<file path="config.mk">
export PLATFORM = sky130hd
export DESIGN_NAME = bullet_pool
export DESIGN_NICKNAME = d
export VERILOG_FILES = /design/src/rtl/bullet_pkg.sv /design/src/rtl/bullet_slot.sv /design/src/rtl/bullet_pool.sv
export SDC_FILE = /design/constraint.sdc
export NUM_CORES = 1
export LEC_CHECK = 0
export ABC_CLOCK_PERIOD_IN_PS = 15100
export BUFFER_PORTS_ARGS = -buffer_cell sky130_fd_sc_hd__clkbuf_2
export CAP_MARGIN = 15
export CELL_PAD_IN_SITES_DETAIL_PLACEMENT = 1
export CELL_PAD_IN_SITES_GLOBAL_PLACEMENT = 2
export CORE_ASPECT_RATIO = 1.2
export CORE_MARGIN = 8
export CORE_UTILIZATION = 40
export DETAILED_ROUTE_END_ITERATION = 8
export PLACE_DENSITY_LB_ADDON = 0.15
export RECOVER_POWER = 100
export SLEW_MARGIN = 0
export SYNTH_ARGS = -nofsm -noshare
export SYNTH_HDL_FRONTEND = slang
export SYNTH_SLANG_ARGS = --single-unit
</file>
<file path="constraint.sdc">
create_clock -name clk_100Hz -period 15.1 [get_ports clk_100Hz]
set_input_delay 1.51 -clock clk_100Hz [delete_from_list [all_inputs] [get_ports clk_100Hz]]
set_output_delay 1.51 -clock clk_100Hz [all_outputs]
set_load 0.03 [all_outputs]
</file>
<file path="src/rtl/bullet_pkg.sv">
`default_nettype none
// ============================================================================
// Module   : bullet_pkg
// Purpose  : Shared widths, screen defaults, slot-state type and the
//            vertical-velocity saturation helper for the bullet pool.
// Revision : 1.0  initial release
// ============================================================================
package bullet_pkg;

   // Fixed-point scale and port widths
   localparam int C_FRAC     = 4;
   localparam int C_X_W      = 10;
   localparam int C_Y_W      = 9;
   localparam int C_VX_W     = 8;
   localparam int C_VY_W     = 13;
   localparam int C_DROP_W   = 8;

   // Default visible screen
   localparam int C_SCREEN_W = 640;
   localparam int C_SCREEN_H = 480;

   // Position width: pixel bits + fraction + one guard/sign bit
   localparam int C_PX_W     = C_X_W + C_FRAC + 1;
   localparam int C_PY_W     = C_Y_W + C_FRAC + 1;

   // Signed 13-bit limits for vy
   localparam int C_VY_MAX   = (1 << (C_VY_W - 1)) - 1;
   localparam int C_VY_MIN   = -(1 << (C_VY_W - 1));

   // Register image of one slot in the default fixed-point configuration
   typedef struct packed {
      logic                     active;
      logic signed [C_PX_W-1:0] px;
      logic signed [C_PY_W-1:0] py;
      logic signed [C_VX_W-1:0] vx;
      logic signed [C_VY_W-1:0] vy;
   } slot_state_t;

   // Clamp a wide vy result back into the 13-bit signed range
   function automatic logic signed [C_VY_W-1:0] sat_vy(input int v);
      if (v > C_VY_MAX) begin
         return C_VY_W'(C_VY_MAX);
      end
      if (v < C_VY_MIN) begin
         return C_VY_W'(C_VY_MIN);
      end
      return C_VY_W'(v);
   endfunction

endpackage
`default_nettype wire

</file>
<file path="src/rtl/bullet_slot.sv">
`default_nettype none
// ============================================================================
// Module   : bullet_slot
// Purpose  : One bullet slot: launch load, fixed-point integration, gravity
//            on vy with saturation, and off-screen retirement.
// Revision : 1.0  initial release
// ============================================================================
module bullet_slot
   import bullet_pkg::*;
#(
   parameter int FRAC     = C_FRAC,
   parameter int SCREEN_W = C_SCREEN_W,
   parameter int SCREEN_H = C_SCREEN_H,
   parameter int GRAV_16X = 0
)(
   input  logic              clk_100Hz,
   input  logic              rst,
   input  logic              load,
   input  logic [C_X_W-1:0]  x_din,
   input  logic [C_Y_W-1:0]  y_din,
   input  logic [C_VX_W-1:0] vx_din_16x,
   input  logic [C_VY_W-1:0] vy_din_16x,
   output logic              active,
   output logic [C_X_W-1:0]  x_pix,
   output logic [C_Y_W-1:0]  y_pix
);

   localparam int C_PXW   = C_X_W + FRAC + 1;
   localparam int C_PYW   = C_Y_W + FRAC + 1;
   // First fixed-point position past the right / bottom screen edge
   localparam int C_X_LIM = SCREEN_W << FRAC;
   localparam int C_Y_LIM = SCREEN_H << FRAC;

   logic signed [C_PXW-1:0]  r_px;
   logic signed [C_PXW-1:0]  w_px_next;
   logic signed [C_PYW-1:0]  r_py;
   logic signed [C_PYW-1:0]  w_py_next;
   logic signed [C_VX_W-1:0] r_vx;
   logic signed [C_VY_W-1:0] r_vy;
   logic signed [C_VY_W-1:0] w_vy_next;
   logic                     r_active;
   logic                     w_out;

   // Next position uses the pre-gravity vy; exit test is on the new position.
   // Any wrap of the guard bit lands negative or past the limit, so it still retires.
   always_comb begin
      w_px_next = r_px + {{(C_PXW - C_VX_W){r_vx[C_VX_W-1]}}, r_vx};
      w_py_next = r_py + {{(C_PYW - C_VY_W){r_vy[C_VY_W-1]}}, r_vy};
      w_vy_next = sat_vy(int'(r_vy) + GRAV_16X);
      w_out     = (w_px_next < 0) || (int'(w_px_next) >= C_X_LIM) ||
                  (w_py_next < 0) || (int'(w_py_next) >= C_Y_LIM);
   end

   // Load on launch, integrate while active, hold everything while idle
   always_ff @(posedge clk_100Hz or posedge rst) begin
      if (rst) begin
         r_px     <= '0;
         r_py     <= '0;
         r_vx     <= '0;
         r_vy     <= '0;
         r_active <= 1'b0;
      end else if (load) begin
         r_px     <= {1'b0, x_din, {FRAC{1'b0}}};
         r_py     <= {1'b0, y_din, {FRAC{1'b0}}};
         r_vx     <= vx_din_16x;
         r_vy     <= vy_din_16x;
         r_active <= 1'b1;
      end else if (r_active) begin
         r_px     <= w_px_next;
         r_py     <= w_py_next;
         r_vy     <= w_vy_next;
         r_active <= !w_out;
      end
   end

   assign active = r_active;
   assign x_pix  = r_px[FRAC +: C_X_W];
   assign y_pix  = r_py[FRAC +: C_Y_W];

endmodule
`default_nettype wire

</file>
<file path="src/rtl/bullet_pool.sv">
`default_nettype none
// ============================================================================
// Module   : bullet_pool
// Purpose  : Pool of N_SLOTS bullets: lowest-free-slot allocation, fire
//            acknowledge, saturating drop counter and renderer read port.
// Revision : 1.0  initial release
// ============================================================================
module bullet_pool
   import bullet_pkg::*;
#(
   parameter int N_SLOTS  = 8,
   parameter int FRAC     = C_FRAC,
   parameter int SCREEN_W = C_SCREEN_W,
   parameter int SCREEN_H = C_SCREEN_H,
   parameter int GRAV_16X = 0,
   localparam int IDX_W   = (N_SLOTS > 1) ? $clog2(N_SLOTS) : 1
)(
   input  logic                clk_100Hz,
   input  logic                rst,
   input  logic                fire,
   input  logic [C_X_W-1:0]    x_din,
   input  logic [C_Y_W-1:0]    y_din,
   input  logic [C_VX_W-1:0]   vx_din_16x,
   input  logic [C_VY_W-1:0]   vy_din_16x,
   output logic                fire_ack,
   output logic                full,
   output logic [N_SLOTS-1:0]  active_mask,
   input  logic [IDX_W-1:0]    rd_idx,
   output logic [C_X_W-1:0]    rd_x,
   output logic [C_Y_W-1:0]    rd_y,
   output logic                rd_active,
   output logic [C_DROP_W-1:0] drop_cnt
);

   logic [N_SLOTS-1:0]  w_free;
   logic [N_SLOTS-1:0]  w_grant;
   logic [N_SLOTS-1:0]  w_load;
   logic [C_X_W-1:0]    w_x_pix [N_SLOTS];
   logic [C_Y_W-1:0]    w_y_pix [N_SLOTS];
   logic                w_full;
   logic                w_accept;
   logic                w_drop;
   logic                r_fire_ack;
   logic [C_DROP_W-1:0] r_drop_cnt;

   // Allocation sees the mask as it stood before this edge, so a slot that
   // retires on this edge only becomes grantable on the next one.
   assign w_free   = ~active_mask;
   assign w_grant  = w_free & (~w_free + N_SLOTS'(1));   // isolate lowest free bit
   assign w_full   = &active_mask;
   assign w_accept = fire & ~w_full;
   assign w_drop   = fire & w_full;
   assign w_load   = w_grant & {N_SLOTS{w_accept}};

   generate
      for (genvar gi = 0; gi < N_SLOTS; gi++) begin : g_slot
         bullet_slot #(
            .FRAC     (FRAC),
            .SCREEN_W (SCREEN_W),
            .SCREEN_H (SCREEN_H),
            .GRAV_16X (GRAV_16X)
         ) u_slot (
            .clk_100Hz  (clk_100Hz),
            .rst        (rst),
            .load       (w_load[gi]),
            .x_din      (x_din),
            .y_din      (y_din),
            .vx_din_16x (vx_din_16x),
            .vy_din_16x (vy_din_16x),
            .active     (active_mask[gi]),
            .x_pix      (w_x_pix[gi]),
            .y_pix      (w_y_pix[gi])
         );
      end
   endgenerate

   // Acknowledge accepted fires one cycle later; count rejected fires up to 255
   always_ff @(posedge clk_100Hz or posedge rst) begin
      if (rst) begin
         r_fire_ack <= 1'b0;
         r_drop_cnt <= '0;
      end else begin
         r_fire_ack <= w_accept;
         if (w_drop && (r_drop_cnt != '1)) begin
            r_drop_cnt <= r_drop_cnt + C_DROP_W'(1);
         end
      end
   end

   // Renderer read: zeros for an idle slot or an index past the pool
   always_comb begin
      rd_active = 1'b0;
      rd_x      = '0;
      rd_y      = '0;
      for (int i = 0; i < N_SLOTS; i++) begin
         if ((int'(rd_idx) == i) && active_mask[i]) begin
            rd_active = 1'b1;
            rd_x      = w_x_pix[i];
            rd_y      = w_y_pix[i];
         end
      end
   end

   assign full     = w_full;
   assign fire_ack = r_fire_ack;
   assign drop_cnt = r_drop_cnt;

endmodule
`default_nettype wire

</file>
-- After elaboration in Yosys (flattened, before gate mapping)
Cells that the tools add are included.
- output and inout port bits: 38
- register bits after elaboration: 417
- word-level logic and storage cells: 334
- input port bits: 46
- mux-type cells: 144
- bitwise gates (word level): 7
- equality and inequality tests: 8
- order comparisons: 48
- $add $sub $neg: 18
- reductions and logical operators: 67
- operators with widths (cell ; number):
    $mux 13 ; 48
    $mux 15 ; 16
    $mux 14 ; 16
    $add 15x15->15 ; 8
    $ge 15x15->1 const B ; 8
    $lt 15x1->1 const B ; 8
    $add 14x14->14 ; 8
    $ge 14x14->1 const B ; 8
    $lt 14x1->1 const B ; 8
    $gt 13x13->1 const B ; 8
    $lt 13x13->1 const B ; 8
    $mux 10 ; 8
    $mux 9 ; 8
    $mux 1 ; 48
    $logic_or 1x1->1 ; 24
    $reduce_bool 3->1 ; 8
    $add 8x1->8 const B ; 2
    $and 8x8->8 ; 2
    $not 8->8 ; 2
    $reduce_and 2->1 ; 8
    $reduce_bool 2->1 ; 8
    $eq 3x3->1 const B ; 4
    $logic_and 1x1->1 ; 9
    $logic_not 1->1 ; 8
    7 further kinds ; 9

-- Depth between registers and ports, before layout
Gate-level depths: netlist (run 1).
- depth after elaboration: 10
- mapped depth: 11
- gate-level depth less buffers: 11

-- Hierarchy
From an unflattened synthesis (run 1), not the netlist that was laid out.
- cells, all modules: 3054
- area total of the unflattened synthesis: 29599.6 sq um
- modules (own cells, without submodules) (module ; seq. area each (sq um) ; area an instance (sq um) ; instances ; cells an instance):
    bullet_slot (g_slot[0].u_slot ...) ; 1276.2 ; 3454.6 ; 5 ; 349
    bullet_slot (g_slot[1].u_slot ...) ; 1276.2 ; 3457.1 ; 2 ; 348
    bullet_slot (g_slot[7].u_slot) ; 1276.2 ; 3588.4 ; 1 ; 372
    bullet_pool ; 225.2 ; 1824.2 ; 1 ; 241

-- Worst setup path before layout (run 1)
OpenSTA, ideal clock, no wires.
- path type: input port to output port
- start: input rd_idx[0]
- end: output rd_y[0]
- data arrival time: 3.713 ns
- cell stages on the path: 5
- setup slack: 9.877 ns
- cell sequence: buf_2 nand2b_1 nor3_1 a221oi_1 o311ai_0
- word-level cells in the longest chain between the ends: 10
- elaborated cells on any way between the ends: 24
- classes of those cells: eq/ne (7); mux (8); reduce/logical (9)
- RTL lines (what ; RTL line ; source):
    from (decl) ; bullet_pool.sv:28 ; input logic [IDX_W-1:0] rd_idx,
    $logic_not 3->1 ; bullet_pool.sv:96 ; if ((int'(rd_idx) == i) && active_mask[i]) begin
    $logic_and 1x1->1 ; bullet_pool.sv:96 ;
    $mux 9 (7 in a row) ; bullet_pool.sv:96 ;
    $mux 9 (*) ; bullet_pool.sv:96 ;
    to (decl) ; bullet_pool.sv:30 ; output logic [C_Y_W-1:0] rd_y,
Every way passes the cells marked *; elsewhere a longest branch is shown, timed or not.

-- Final worst setup path (run 1)
- start: register g_slot[1].u_slot.r_active
- end: register g_slot[7].u_slot.r_px[11]
- word-level cells in the longest chain between the ends: 6
- elaborated cells on any way between the ends: 10
- classes of those cells: add/sub (1); mux (1); bitwise (6); reduce/logical (2)
- RTL lines (what ; RTL line ; source):
    from (decl) ; bullet_slot.sv:41 ; logic r_active;
    from (signal assigned) ; bullet_slot.sv:72 ; r_active <= !w_out;
    $not 8->8 ; bullet_pool.sv:48 ; assign w_free = ~active_mask;
    $not 8->8 ; bullet_pool.sv:49 ; assign w_grant = w_free & (~w_free + N_SLOTS'(1));
    $add 8x1->8 ; bullet_pool.sv:49 ;
    $and 8x8->8 ; bullet_pool.sv:49 ;
    $and 8x8->8 (*) ; bullet_pool.sv:53 ; assign w_load = w_grant & {N_SLOTS{w_accept}};
    $mux 15 / $reduce_bool 2->1 (equally long branches) ; - ;
    to (signal assigned) ; bullet_slot.sv:63 ; r_px <= {1'b0, x_din, {FRAC{1'b0}}};
    to (signal assigned) ; bullet_slot.sv:69 ; r_px <= w_px_next;
    to (decl) ; bullet_slot.sv:34 ; logic signed [C_PXW-1:0] r_px;
Marked as above.
A chain may end at the register's enable or synchronous reset.

==> results_dict.tcl, run 1 <==
set metrics [dict create \
    vias_per_cell 5.918 \
    rsz0062_at_grt "no" \
    seq_area_frac_synth_pct 37.76 \
    firstDrtPassIters 5 \
    routabilityCongestion 0.9034 \
    path_class "reg2reg" \
    p_per_area_nw_per_um2 180.7 \
    gr-total-overflow 0 \
    required_ns 15.54 \
    power.internal_w 0.003202 \
    multi_input_area_sq_um 16380 \
    clkLatencyLatePin_ns 0.62 \
    clock_sinks 417 \
    worst_pin_slew_ns 4.067 \
    tritoncts "built" \
    power_w 0.005499 \
    ys_seq_elements 417 \
    grt_pass1_vias 24770 \
    rows 105 \
    cts_made_buffers 51 \
    drtAntennaViolNets 0 \
    synth_edf_count 0 \
    fmax_ghz 0.1142 \
    fin_hold_ws_ns 0.4858 \
    p_comb_share_pct 45.9 \
    ctsHtreeMaxLevel 2 \
    cts_resized 0 \
    vias 23450 \
    post_cts.repair.setup_buffers 0 \
    critPathArrivalTime_ns 9.20 \
    area_delta_synth_final_pct 10.16 \
    syn_area_sq_um 27630 \
    fin_skew_ns 0.02210 \
    cts_hold_buf 0 \
    slew_headroom_pct -172.6 \
    fillers 7844 \
    final_nets 3289 \
    numPortBuffers 83 \
    setup_viol 0 \
    wire_per_inst_um 25.14 \
    violations "capacitance limit, slew limit" \
    clock_power_share_pct 22.7 \
    leakagePower_nw 14.24 \
    syn_area_per_cell_sq_um 9.251 \
    hold_class "reg2reg" \
    synthArstFlopShare_pct 100.0 \
    drt_iter0_markers 1224 \
    syn_inst 2987 \
    boundaryPins 84 \
    globalRouteTotalUtil_pct 25.13 \
    synth_largest_area_cell "dfrtp_1" \
    netlist.area_leader.share_pct 37.76 \
    grt_pass1_wl_mm 153.7 \
    cts_buffer_depth 3 \
    layout-drive-gt1-share_pct 9.311 \
    fp.coreArea_sq_um 68320 \
    cts_root_buffer "clkbuf_16" \
    period_needed_ns 8.760 \
    grt_max_degree 137 \
    final-max-slew-violation-count 911 \
    cts.clk_slew.worst_paths_ns 0.06 \
    yosysWarnings 0 \
    drc 0 \
    drv_cap 21 \
    critPathMaxFanout 61 \
    die-width_um 255.9 \
    vdd_ir_drop_max_mv 0.1075 \
    ys_dominant_reg_cell "dfrtp_1" \
    grt_antenna_before_repair 11 \
    power_frac_seq_pct 31.4 \
    final.period_utilization_pct 58.01 \
    die_h_um 303.9 \
    ys_top_cells_by_area "dfrtp_1 (38%), ha_1 (9.8%), nand2_1 (6.8%)" \
    finalHoldViolCount 0 \
    synth_nets 3266 \
    die_area_sq_um 77780 \
    p_sw_share_pct 41.77 \
    cp-end-kind "flip-flop" \
    place_hpwl_mm 72.46 \
    initial_core_util_pct 40.45 \
    seqCellArea_sq_um 10440 \
    status "complete, but fails checks" \
    fin_setup_tns_ns 0 \
    wirelength_mm 99.60 \
    startpoint_type "flip-flop" \
    synth_cell_types 90 \
    p_sw_w 0.002297 \
]
==> flip-flops by register name, indices dropped and copies added (netlist names) <==
| signal | count |
|---|---|
| g_slot.u_slot.r_px | 120 |
| drop_cnt | 8 |
| g_slot.u_slot.active | 8 |
| g_slot.u_slot.r_py | 112 |
| g_slot.u_slot.r_vy | 104 |
| g_slot.u_slot.r_vx | 64 |
| fire_ack | 1 |
==> power by group through the flow <==
stage	clock, W	sequential [W]	combinational (W)
final	0.00125	0.00173	0.00253
after global routing	0.00133	0.00175	0.00282
after CTS	0.00129	0.00172	0.00253
after detailed placement	0	0.00174	0.00251
after global placement	0	0.00174	0.00242
after floorplan	0	0.00155	0.00197
==> logic make-up after synthesis <==
family	after synthesis	share of synthesized area, %
AND/OR/NAND/NOR	898	14.19
AO/OA/AOI/OAI	843	20.09
flip-flops	417	37.76
adder cells (fa/ha/maj)	233	10.98
buffers and inverters	204	2.988
multiplexers	204	7.928
XOR/XNOR	188	6.058
==> path summary, 6_finish.rpt <==
path                                                      startpoint                               endpoint  slack [ns]  cells past startpoint
worst max-delay path               g_slot[1].u_slot.active$_DFF_PP0_  g_slot[7].u_slot.r_px[11]$_DFFE_PP0P_        6.34                     10
worst min-delay path            g_slot[6].u_slot.r_vx[0]$_DFFE_PP0P_   g_slot[6].u_slot.r_vx[0]$_DFFE_PP0P_        0.49                      2
worst max register to register     g_slot[1].u_slot.active$_DFF_PP0_  g_slot[7].u_slot.r_px[11]$_DFFE_PP0P_        6.34                     10
worst min register to register  g_slot[6].u_slot.r_vx[0]$_DFFE_PP0P_   g_slot[6].u_slot.r_vx[0]$_DFFE_PP0P_        0.49                      2
max in group asynchronous                                        rst      g_slot[2].u_slot.active$_DFF_PP0_        7.91                      3
min in group asynchronous                                        rst   g_slot[7].u_slot.r_py[3]$_DFFE_PP0P_        2.10                      2
==> layer usage <==
metal  wire (um)  up-vias  GRT usage, %
met1       43320    11960         31.51
met4        3748        4         8.684
met5          27        -             0
li1            -    10870             -
met2       48530      443         43.66
met3        3969      171         3.856
==> final cells by class <==
class,count,area share (%)
inverters,59,0.7317
multi-input cells,2366,53.82
clock buffers,80,5.044
diodes,3,0.02466
clock inverters,13,0.5220
well taps,909,3.736
flip-flops and latches,417,34.29
repair buffers,115,1.829
==> stage by stage <==
step | area [sq um] | worst slack (ns) | utilization [%] | cells
2_1_floorplan | 27630 | 1.984 | - | 2987
3_3_place_gp | 28890 | 9.549 | 42.29 | 3864
3_5_place_dp | 28890 | 9.379 | 42.29 | 3864
4_1_cts | 30590 | 9.374 | 44.77 | 3957
5_1_grt | 30430 | 5.773 | 44.55 | 3960
6_report | 30440 | 6.340 | 44.56 | 3962
==> worst max-delay path, cell delays in order, from the launching register on <==
cell	delay (ns)
dfrtp_2	0.35
clkbuf_1	2.15
nand4_1	0.45
nor2_1	0.89
nand2_2	0.07
clkbuf_1	0.97
nor3_4	0.44
clkbuf_1	1.58
nor2_1	1.05
a22oi_1	0.42
o21ai_0	0.15
==> cell usage in the layout, fill, tap and decap left out, drive strengths merged, types with 98 or more instances in the layout <==
cell / instances
mux2: 119
nor2: 151
a22oi: 98
o21ai: 268
clkbuf: 185
a21oi: 125
nand2: 497
dfrtp: 417
xnor2: 105
ha: 217
==> synthesized netlist by cell type (all sizes together) (81+ instances only) <==
| master | number |
|---|---|
| nand2 | 497 |
| dfrtp | 417 |
| o21ai | 268 |
| ha | 217 |
| nor2 | 151 |
| a21oi | 125 |
| mux2 | 119 |
| clkbuf | 111 |
| xnor2 | 105 |
| a22oi | 98 |
| mux2i | 85 |
| xor2 | 81 |
Power figures use the tool's default switching activity.
==> inputs of run 2 (changes only) <==
Settings changed: ABC_CLOCK_PERIOD_IN_PS 15100 to 9000.
Clock period 15.1 ns to 9 ns, I/O delays scaled along.
==> run 2 against run 1 <==
The run still ends with capacitance limit, slew limit left. Wire length decreased by 1.3%. Sequential share of layout area increased by 0.12 points. Worst hold slack got worse by 0.20 ns. Design area decreased by 0.37%. Clock power increased by 62%. Sequential power increased by 65%. Final cell count decreased by 0.23%. Non-clock buffer count decreased by 3. Clock skew increased by 0.0011 ns. Power increased by 66%. Global-route usage decreased by 0.37 points. Setup slack got worse by 3.9 ns. Critical path type unchanged. Critical endpoint is now g_slot[3].u_slot.r_py[6]$_DFFE_PP0P_. Largest power group unchanged.
==> results_dict.tcl, run 2 (same netlist as run 1, synthesis figures left out) <==
set metrics [dict create \
    status "complete, but fails checks" \
    violations "capacitance limit, slew limit" \
    cts_made_buffers 51 \
    fp.coreArea_sq_um 68320 \
    boundaryPins 84 \
    cts.clk_slew.worst_paths_ns 0.06 \
    fin_setup_tns_ns 0 \
    die-width_um 255.9 \
    vdd_ir_drop_max_mv 0.1999 \
    cp-end-kind "flip-flop" \
    fillers 7849 \
    setup_viol 0 \
    numPortBuffers 83 \
    grt_max_degree 157 \
    tritoncts "built" \
    rsz0062_at_grt "no" \
    grt_pass1_wl_mm 151.8 \
    initial_core_util_pct 40.45 \
    die_area_sq_um 77780 \
    largestRegisters "g_slot.u_slot.r_px x120, g_slot.u_slot.r_py x112, g_slot.u_slot.r_vy x104" \
    leakagePower_nw 14.18 \
    globalRouteTotalUtil_pct 24.76 \
    final_cell_mix "nand2_1 (497), dfrtp_1 (416), o21ai_0 (249)" \
    drc 0 \
    gr-total-overflow 0 \
    fin_hold_ws_ns 0.2809 \
    worst_path_largest_cell_delay_ns 1.28 \
    largest_reg_flops 120 \
    startpoint_type "flip-flop" \
    drtAntennaViolNets 0 \
    final-max-slew-violation-count 840 \
    cp_top_family "buffers and inverters" \
    post_cts.repair.setup_buffers 0 \
    layout-drive-gt1-share_pct 9.201 \
    slew_headroom_pct -161.5 \
    wirelength_mm 98.26 \
    cts_hold_buf 0 \
    ctsHtreeMaxLevel 2 \
    cp_num_buf_inv 3 \
    place_hpwl_mm 71.21 \
    vias 23420 \
    grt_antenna_before_repair 7 \
    final.period_utilization_pct 72.61 \
    rows 105 \
    worst_path_max_delay_cell "clkbuf_1" \
    hold_class "in2async" \
    area_delta_synth_final_pct 9.753 \
    fmax_ghz 0.1530 \
    critPathArrivalTime_ns 7.04 \
    p_per_area_nw_per_um2 301.2 \
    drt_iter0_markers 1427 \
    wire_per_inst_um 24.86 \
    grt_pass1_vias 24990 \
    clock_sinks 417 \
    final_nets 3286 \
    path_cells "clkbuf_1 > nand2_1 > nor3_1 > nor2_2 > nand3_2 > buf_4 > nor3b_1 > clkbuf_1 > nor2_2 > a22oi_1 > o21ai_0" \
    clkLatencyLatePin_ns 0.61 \
    path_class "reg2reg" \
    cts_resized 0 \
    critPathMaxFanout 43 \
    worst_pin_slew_ns 3.922 \
    firstDrtPassIters 5 \
    finalHoldViolCount 0 \
    cts_buffer_depth 3 \
    final_common_cell "nand2_1" \
    drv_cap 22 \
    fin_skew_ns 0.02325 \
    top_register "g_slot.u_slot.r_px" \
    routabilityCongestion 0.9038 \
    die_h_um 303.9 \
    cts_root_buffer "clkbuf_16" \
    period_needed_ns 6.535 \
    required_ns 9.51 \
    vias_per_cell 5.925 \
]
-- run 2: cell count changes in the layout (fill, tap and decap cells not counted), sizes merged --
cell / delta
buf: +1
bufinv: -1
clkbuf: -4
clkinv: -2
diode: -2
inv: -1
-- run 2: cell type report --
type / instances / area [sq um] / share of cell area [%]
Timing Repair Buffer: 112 / 541.8 / 1.786
Clock buffer: 80 / 1495 / 4.930
Clock inverter: 9 / 98.84 / 0.3259
Multi-Input combinational cell: 2366 / 16390 / 54.05
Antenna cell: 1 / 2.502 / 0.008251
Tap cell: 909 / 1137 / 3.750
Sequential cell: 417 / 10440 / 34.41
Inverter: 59 / 222.7 / 0.7344
-- run 2: through the flow --
stage               utilization [%]  instance area (sq um)  instances  setup WS (ns)  power, W
floorplan                         -                  27640       2987          2.476  0.005912
global placement              42.29                  28890       3863          4.600  0.006952
detailed placement            42.29                  28890       3863          4.467  0.007115
CTS                           44.62                  30480       3952          4.219  0.009190
global route                  44.39                  30330       3952          2.078  0.009778
finish                        44.39                  30330       3953          2.465  0.009135
-- run 2: layer usage --
layer | wire [um] | global-route usage (%) | share of wire (%) | vias to the layer above
li1 | - | - | - | 10840
met1 | 42790 | 31.36 | 44 | 12000
met2 | 48250 | 43.25 | 49 | 428
met3 | 3845 | 3.275 | 3.9 | 153
met4 | 3372 | 8.115 | 3.4 | 0
met5 | 0 | 0 | 0 | -
-- run 2: where the power goes --
group	switching [W]	leakage [nW]	internal (W)
sequential	0.000543	4.96	0.00232
clock	0.000862	0.782	0.00116
combinational	0.00243	8.44	0.00182
-- run 2: final timing paths --
check | startpoint | to | slack (ns) | cells past startpoint
worst min register to register | g_slot[6].u_slot.r_vx[0]$_DFFE_PP0P_ | g_slot[6].u_slot.r_vx[0]$_DFFE_PP0P_ | 0.49 | 2
worst max register to register | g_slot[4].u_slot.active$_DFF_PP0_ | g_slot[3].u_slot.r_py[6]$_DFFE_PP0P_ | 2.46 | 11
worst min-delay path | rst | g_slot[7].u_slot.r_vy[8]$_DFFE_PP0P_ | 0.28 | 2
min in group clk_100Hz | g_slot[6].u_slot.r_vx[0]$_DFFE_PP0P_ | g_slot[6].u_slot.r_vx[0]$_DFFE_PP0P_ | 0.49 | 2
worst max-delay path | g_slot[4].u_slot.active$_DFF_PP0_ | g_slot[3].u_slot.r_py[6]$_DFFE_PP0P_ | 2.46 | 11
max in group asynchronous | rst | g_slot[4].u_slot.r_vx[5]$_DFFE_PP0P_ | 4.54 | 3
==> inputs of run 3 (changes only) <==
Settings changed: ABC_CLOCK_PERIOD_IN_PS 9000 to 5800, CORE_UTILIZATION 40 to 37.
Clock period 9 ns to 5.8 ns, I/O delays scaled along.
==> run 3 against run 2 <==
The run still ends with capacitance limit, slew limit left. Setup slack lost 1.7 ns. Wire length rose by 0.87%. Register-to-register slack got worse by 1.5 ns. Die area is 7.6% higher. Clock skew decreased by 0.010 ns. Worst hold slack got worse by 0.15 ns. Largest power group unchanged.
==> results_dict.tcl, run 3 (same netlist as run 1, synthesis figures left out) <==
set metrics [dict create \
    status "complete, but fails checks" \
    violations "capacitance limit, slew limit" \
    top_register "g_slot.u_slot.r_px" \
    met2_length_mm 48.20 \
    final_cell_mix "nand2_1 (497), dfrtp_1 (415), o21ai_0 (251)" \
    place_ws_ns 2.020 \
    vias 23410 \
    wirelength_mm 99.11 \
    numPortBuffers 83 \
    gr-total-overflow 0 \
    routabilityCongestion 0.8597 \
    cts_root_buffer "clkbuf_16" \
    rows 110 \
    rsz0062_at_grt "no" \
    drv_cap 13 \
    die_area_sq_um 83720 \
    vdd_ir_drop_max_mv 0.3242 \
    die_h_um 315.4 \
    stdcell_count 4060 \
    place_hpwl_mm 71.46 \
    drc 0 \
    cts_resized 0 \
    drt_iter0_markers 1121 \
    final-max-slew-violation-count 592 \
    cts_buffer_depth 3 \
    fin_hold_ws_ns 0.1289 \
    cts.clk_slew.worst_paths_ns 0.07 \
    ctsHtreeMaxLevel 2 \
    slew_headroom_pct -133.8 \
    largestRegisters "g_slot.u_slot.r_px x120, g_slot.u_slot.r_py x112, g_slot.u_slot.r_vy x104" \
    hold_class "in2async" \
    leakagePower_nw 14.34 \
    ff2ff_path_depth 10 \
    period_needed_ns 5.002 \
    r2r-start "g_slot[0].u_slot.active$_DFF_PP0_" \
    fmax_ghz 0.1999 \
    critPathMaxFanout 30 \
    final_area_sq_um 30690 \
    r2r-end "g_slot[6].u_slot.r_px[7]$_DFFE_PP0P_" \
    drtAntennaViolNets 0 \
    clkLatencyLatePin_ns 0.60 \
    p_per_area_nw_per_um2 468.1 \
    largest_reg_flops 120 \
    final_nets 3293 \
    setup_slack_ns 0.7984 \
    final_common_cell "nand2_1" \
    required_ns 5.22 \
    finalHoldViolCount 0 \
    setup_viol 0 \
    multi_input_area_sq_um 16380 \
    clock_sinks 417 \
    wire_per_inst_um 24.41 \
    vias_per_cell 5.765 \
    initial_core_util_pct 37.11 \
    cts_hold_buf 0 \
    final.period_utilization_pct 86.23 \
    startpoint "g_slot[1].u_slot.active$_DFF_PP0_" \
    fp.coreArea_sq_um 74460 \
    routed-wl-met3_mm 4.149 \
    area_delta_synth_final_pct 11.06 \
    path_class "reg2out" \
    post_cts.repair.setup_buffers 0 \
    grt_max_degree 130 \
    critPathCapture "rd_y[1]" \
    worst_pin_slew_ns 3.507 \
    wl_met1_mm 43.41 \
    cts_made_buffers 50 \
    rrSetupSlack_ns 1.00 \
    grt_antenna_before_repair 11 \
    die-width_um 265.5 \
    firstDrtPassIters 5 \
    seqCellArea_sq_um 10440 \
    boundaryPins 84 \
    fin_skew_ns 0.01296 \
    layout-drive-gt1-share_pct 9.866 \
    topRoutingLayerUsed "met5" \
    place_area_sq_um 29070 \
    cp-end-kind "output port" \
    grt_pass1_wl_mm 152.4 \
    tritoncts "built" \
    globalRouteTotalUtil_pct 23.43 \
    fillers 8525 \
    grt_pass1_vias 24950 \
    startpoint_type "flip-flop" \
    critPathArrivalTime_ns 4.42 \
    placedCellCount 3969 \
]
## run 3: cell count changes in the layout (fill, tap and decap cells not counted), sizes merged
| cell | previous run | this run |
|---|---|---|
| inv | 58 | 57 |
| clkbuf | 181 | 169 |
| bufinv | 1 | 8 |
| buf | 11 | 21 |
| clkinv | 8 | 12 |
## run 3: how the worst min path moves through the flow
stage	slack [ns]	depth (start not counted)	end
detailed placement	0.47	2	g_slot[6].u_slot.r_vy[5]$_DFFE_PP0P_
CTS	0.13	3	g_slot[5].u_slot.r_py[6]$_DFFE_PP0P_
global placement	0.47	2	g_slot[7].u_slot.r_vy[0]$_DFFE_PP0P_
floorplan	0.45	1	g_slot[2].u_slot.r_py[13]$_DFFE_PP0P_
global route	0.17	3	g_slot[4].u_slot.r_py[6]$_DFFE_PP0P_
finish	0.13	3	g_slot[4].u_slot.r_py[6]$_DFFE_PP0P_
## run 3: report_power, final
part           total, W  internal (W)  leakage, nW  switching (W)
Clock           0.00342       0.00209        0.866        0.00134
Sequential      0.00438       0.00359         4.96       0.000784
Combinational   0.00656       0.00282         8.51        0.00374
## run 3: routing by layer
layer | vias up | track usage (%)
li1 | 10860 | -
met1 | 11900 | 30.04
met2 | 476 | 40.89
met3 | 160 | 2.730
met4 | 4 | 7.568
met5 | - | 0
## run 3: worst max-delay path, stage by stage (launching register included)
cell      delay (ns)
dfrtp_1         0.97
nand2_1         0.16
nor3_1          0.94
a22oi_1         0.27
a31oi_1         0.40
a211oi_1        0.11
o21ai_0         0.58
clkbuf_1        0.38
## run 3: area by class of cell
cell class	instances	area share (%)
diodes	1	0.008154
repair buffers	120	2.075
flip-flops and latches	417	34.01
inverters	59	0.7257
clock buffers	70	4.725
well taps	1008	4.110
multi-input cells	2366	53.37
clock inverters	19	0.9744
## run 3: stage by stage
| step | power (W) | utilization (%) | TNS [ns] |
|---|---|---|---|
| after floorplan | 0.009173 | - | -168.28 |
| after global placement | 0.01077 | 39.04 | 0 |
| after detailed placement | 0.01100 | 39.04 | 0 |
| after CTS | 0.01452 | 41.38 | 0 |
| after global routing | 0.01543 | 41.21 | 0 |
| final | 0.01437 | 41.21 | 0 |
